## config.mk

```make
export PLATFORM = sky130hd
export DESIGN_NAME = res_arbiter
export DESIGN_NICKNAME = d
export VERILOG_FILES = /design/src/rtl/res_arbiter.sv
export SDC_FILE = /design/constraint.sdc
export NUM_CORES = 1
export LEC_CHECK = 0
export ABC_AREA = 0
export BUFFER_PORTS_ARGS = -buffer_cell sky130_fd_sc_hd__buf_2
export CORE_MARGIN = 2
export CORE_UTILIZATION = 33
export CTS_BUF_LIST = sky130_fd_sc_hd__clkbuf_8
export DETAILED_ROUTE_END_ITERATION = 10
export GPL_TIMING_DRIVEN = 0
export PLACE_DENSITY = 0.49
export SLEW_MARGIN = 20
export SYNTH_ARGS = -nofsm -noshare
export SYNTH_HDL_FRONTEND = slang
export SYNTH_SLANG_ARGS = --single-unit
```

## constraint.sdc

```tcl
create_clock -name clk -period 2.66 [get_ports clk]
set_clock_uncertainty 0.05 [all_clocks]
set_input_delay 0.665 -clock clk [delete_from_list [all_inputs] [get_ports clk]]
set_output_delay 0.665 -clock clk [all_outputs]
set_load 0.01 [all_outputs]
```

## src/rtl/res_arbiter.sv

```systemverilog
// res_arbiter: round-robin arbiter sharing one datapath resource between four
// requesters. Grants are one-hot and registered. An owner holds the grant until it
// drops its request or reaches MAX_HOLD consecutive cycles. Every handover passes
// through a one-cycle all-zero gap.
module res_arbiter #(
    parameter int unsigned MAX_HOLD = 8  // legal range 1..15
) (
    input  logic       clk,
    input  logic       reset,    // asynchronous, active-low
    input  logic [3:0] req,
    output logic [3:0] grant,
    output logic [1:0] owner,
    output logic       busy,
    output logic       timeout
);

    typedef enum logic [1:0] {StIdle, StGrant, StGap} state_e;

    state_e     state_q, state_d;
    logic [1:0] ptr_q, ptr_d;
    logic [3:0] hold_q, hold_d;
    logic [3:0] grant_q, grant_d;
    logic [1:0] owner_q, owner_d;
    logic       timeout_q, timeout_d;

    logic       found;
    logic [1:0] sel;
    logic [1:0] scan_idx;

    // Round-robin scan starting at ptr. Walking downwards lets the lowest offset win.
    always_comb begin
        found    = 1'b0;
        sel      = ptr_q;
        scan_idx = ptr_q;
        for (int i = 3; i >= 0; i--) begin
            scan_idx = ptr_q + 2'(i);
            if (req[scan_idx]) begin
                found = 1'b1;
                sel   = scan_idx;
            end
        end
    end

    // Next-state logic: grant, release (normal or forced), gap and idle.
    always_comb begin
        state_d   = state_q;
        ptr_d     = ptr_q;
        hold_d    = hold_q;
        grant_d   = grant_q;
        owner_d   = owner_q;
        timeout_d = 1'b0;
        unique case (state_q)
            StIdle: begin
                if (found) begin
                    grant_d = 4'b0001 << sel;
                    owner_d = sel;
                    hold_d  = 4'd1;
                    state_d = StGrant;
                end
            end
            StGrant: begin
                if (!req[owner_q]) begin
                    // A request drop wins over the hold limit, so there is no timeout.
                    grant_d = 4'b0000;
                    ptr_d   = owner_q + 2'd1;
                    state_d = StGap;
                end else if (hold_q == 4'(MAX_HOLD)) begin
                    grant_d   = 4'b0000;
                    ptr_d     = owner_q + 2'd1;
                    timeout_d = 1'b1;
                    state_d   = StGap;
                end else begin
                    hold_d = hold_q + 4'd1;
                end
            end
            StGap: begin
                if (found) begin
                    grant_d = 4'b0001 << sel;
                    owner_d = sel;
                    hold_d  = 4'd1;
                    state_d = StGrant;
                end else begin
                    state_d = StIdle;
                end
            end
            default: begin
                grant_d = 4'b0000;
                state_d = StIdle;
            end
        endcase
    end

    // State and output registers.
    always_ff @(posedge clk or negedge reset) begin
        if (!reset) begin
            state_q   <= StIdle;
            ptr_q     <= 2'd0;
            hold_q    <= 4'd0;
            grant_q   <= 4'b0000;
            owner_q   <= 2'd0;
            timeout_q <= 1'b0;
        end else begin
            state_q   <= state_d;
            ptr_q     <= ptr_d;
            hold_q    <= hold_d;
            grant_q   <= grant_d;
            owner_q   <= owner_d;
            timeout_q <= timeout_d;
        end
    end

    assign grant   = grant_q;
    assign busy    = |grant_q;
    // owner reads zero whenever nobody holds the grant.
    assign owner   = busy ? owner_q : 2'd0;
    assign timeout = timeout_q;

endmodule

```

==> results.toml <==
[outcome]
status = "finished, final reports clean"

[power]
power_uw = 1160
peakVddDrop_v = 0.0005235
p_per_area_nw_per_um2 = 1148
power.leakage_uw = 0.0004667

[yosys]
synth_edf_count = 0
synth_fa_ha_area_share_pct = 2.903
synth_simple_gate_area_share_pct = 19.16
ys.flop_type = "dfrtp_1"
syn_avg_cell_area_sq_um = 10.39
ys_async_sr_fraction_pct = 100.0
seq_area_frac_synth_pct = 43.54
synth-compound-area-share_pct = 21.63
ys_warn_count = 0
synth.area.mux_share_pct = 7.547
synth_fp_nets = 91
synth_top_family_by_area = "compound AO/OA/AOI/OAI gates"
netlist_area_sq_um = 862.1
yosys_register_bits = 15
synth_cell_types = 34
synth_cells = 83
synth-xor-area-share_pct = 2.032

[final_layout]
multi_input_area_sq_um = 459.2
final_cell_mix = "15 x dfrtp_1, 14 x buf_2, 6 x nor2b_1"
utilization_pct = 40.81
nets = 109
ff_latch_area_sq_um = 375.4
antenna_cells = 0
design_area_sq_um = 1011
syn_to_final_growth_pct = 17.27
fill_cells = 264
final_common_cell = "dfrtp_1"
drive_gt1_share_pct = 24.00

[timing]
setup_viol = 0
finalCritPeriodShare_pct = 80.02
max_slew.worst_pin.slew_ps = 683.0
period_needed_ps = 2129
slew_violations = 0
relSlewSlack_pct = 54.08
hold_violations = 0
tns_ps = 0
rsz0062_at_grt = "no"
fmax_mhz = 469.8
setup_slack_ps = 531.4

[global_route]
grt_pass1_wl_um = 2787
grt_pass1_vias = 587
grt_overflow = 0
antenna_found_initial = 0
grt_usage_pct = 13.40
grt_max_degree = 16

[die]
die_width_um = 55.11
die_y_um = 55.11
rows = 18
initial_core_util_pct = 34.80
ioPinCount = 14
core_area_sq_um = 2477
dieArea_sq_um = 3037

[worst_setup_path]
cp_data_arrival_time_ps = 1410
path_max_fanout = 3
critPathMaxStageDelay_ps = 520
cp_cell_sequence = "nor4_1 > nor2b_1 > buf_2"
timing.reg2reg.setup_slack_ps = 850
reg2reg_depth = 5
crit_path_end_kind = "output pin"
r2r-start = "owner_q[0]"
r2r-end = "hold_q[1]"
start_kind = "register"
worstSetupPathType = "register to output pin"
crit_slowest_cell = "nor4_1"
required_ps = 1950

[placed_design]
place_area_sq_um = 964.7
port_buffers = 13
dp_hpwl_um = 1326
finalWeightedCongestion = 0.6824
dp_slack_ps = 511.9

[clock_tree]
cts_hold_buf = 0
clock_path_buffers = 2
numCtsBuffers = 3
cts_htree_levels = 1
cts_setup_buffers = 0
cts_tree = "yes"
clkSinkCount = 15
clockRootBuffer = "clkbuf_8"
cts_resized = 0
clkLatencyLatePin_ps = 250
clkTransAtPathRegs_ps = 60

[worst_hold_path]
hp-class = "input port to async pin"

[routing]
drt-initial-drc-count = 10
drt-total-wl_um = 1733
ant_nets = 0
drtPass1Iterations = 4
drc_errors = 0
wl_per_cell_um = 13.33
via_count = 693
viasPerCell = 5.331

[run]
max_cap_viol_count = 0
[logic make-up (layout without fill, tap and decap cells)]
kind of cell | Yosys count | after routing
flops | 15 | 15
compound gates | 26 | 26
simple gates | 27 | 27
xor+xnor | 2 | 2
fa+ha+maj | 2 | 2
buf+inv | 6 | 23
mux | 5 | 5
[metrics by stage]
| step | cells | hold slack, ps |
|---|---|---|
| 2_1_floorplan | 83 | 319.4 |
| 3_3_place_gp | 126 | 446.8 |
| 3_5_place_dp | 126 | 447.0 |
| 4_1_cts | 130 | 275.5 |
| 5_1_grt | 130 | 283.8 |
| 6_report | 130 | 260.9 |
[how the worst max path moves through the flow]
| stage | start | end | slack (ps) | cells after the start |
|---|---|---|---|---|
| after floorplan | req[3] | hold_q[1] | 720 | 4 |
| after global placement | req[3] | hold_q[1] | 510 | 5 |
| after detailed placement | req[3] | hold_q[1] | 510 | 5 |
| after CTS | grant[1] | owner[0] | 500 | 3 |
| after global routing | grant[1] | owner[1] | 390 | 3 |
| final | grant[1] | owner[0] | 530 | 3 |
[power breakdown]
group	switching, uW	internal [uW]
clock	81.0	104
sequential	74.1	316
combinational	303	283
total	458	702
[critical path: cells and delay by family (launching register included)]
kind | cells | cell delay [ps]
simple gates | 2 | 610
buf+inv | 1 | 160
flops | 1 | 400
[area by class of cell]
| type | instances | area share [%] |
|---|---|---|
| Tap cell | 30 | 3.713 |
| Sequential cell | 15 | 37.13 |
| Clock buffer | 3 | 4.084 |
| Clock inverter | 1 | 0.4950 |
| Inverter | 4 | 1.485 |
| Timing Repair Buffer | 13 | 6.436 |
| Multi-Input combinational cell | 62 | 45.42 |
| Buffer | 2 | 1.238 |
[state kept, by name, indices dropped and copies added, names as in the netlist]
register and cells:
grant 4, hold_q 4, owner_q 2, ptr_q 2, state_q 2, timeout 1
[routing by layer]
layer / part of all wire (%) / GRT usage (%)
met5: 0 / 0
met3: 4.3 / 3.226
met4: 1.7 / 6.098
met1: 51 / 18.53
met2: 43 / 19.64
[synthesized netlist by cell type (all sizes together), types with 2 or more instances]
cell	n	area, sq um
nand3	2	10.01
mux2i	2	20.02
nand3b	4	30.03
buf	2	12.51
nor4	3	18.77
dfrtp	15	375.4
or3	2	12.51
nor2b	6	37.54
ha	2	25.02
o31ai	3	22.52
a21o	3	22.52
nor2	5	18.77
a22o	2	17.52
a21oi	6	33.78
o2bb2ai	2	17.52
inv	4	15.01
o21ai	3	15.01
mux2	2	22.52
xnor2	2	17.52
(Power assumes the default switching activity.)
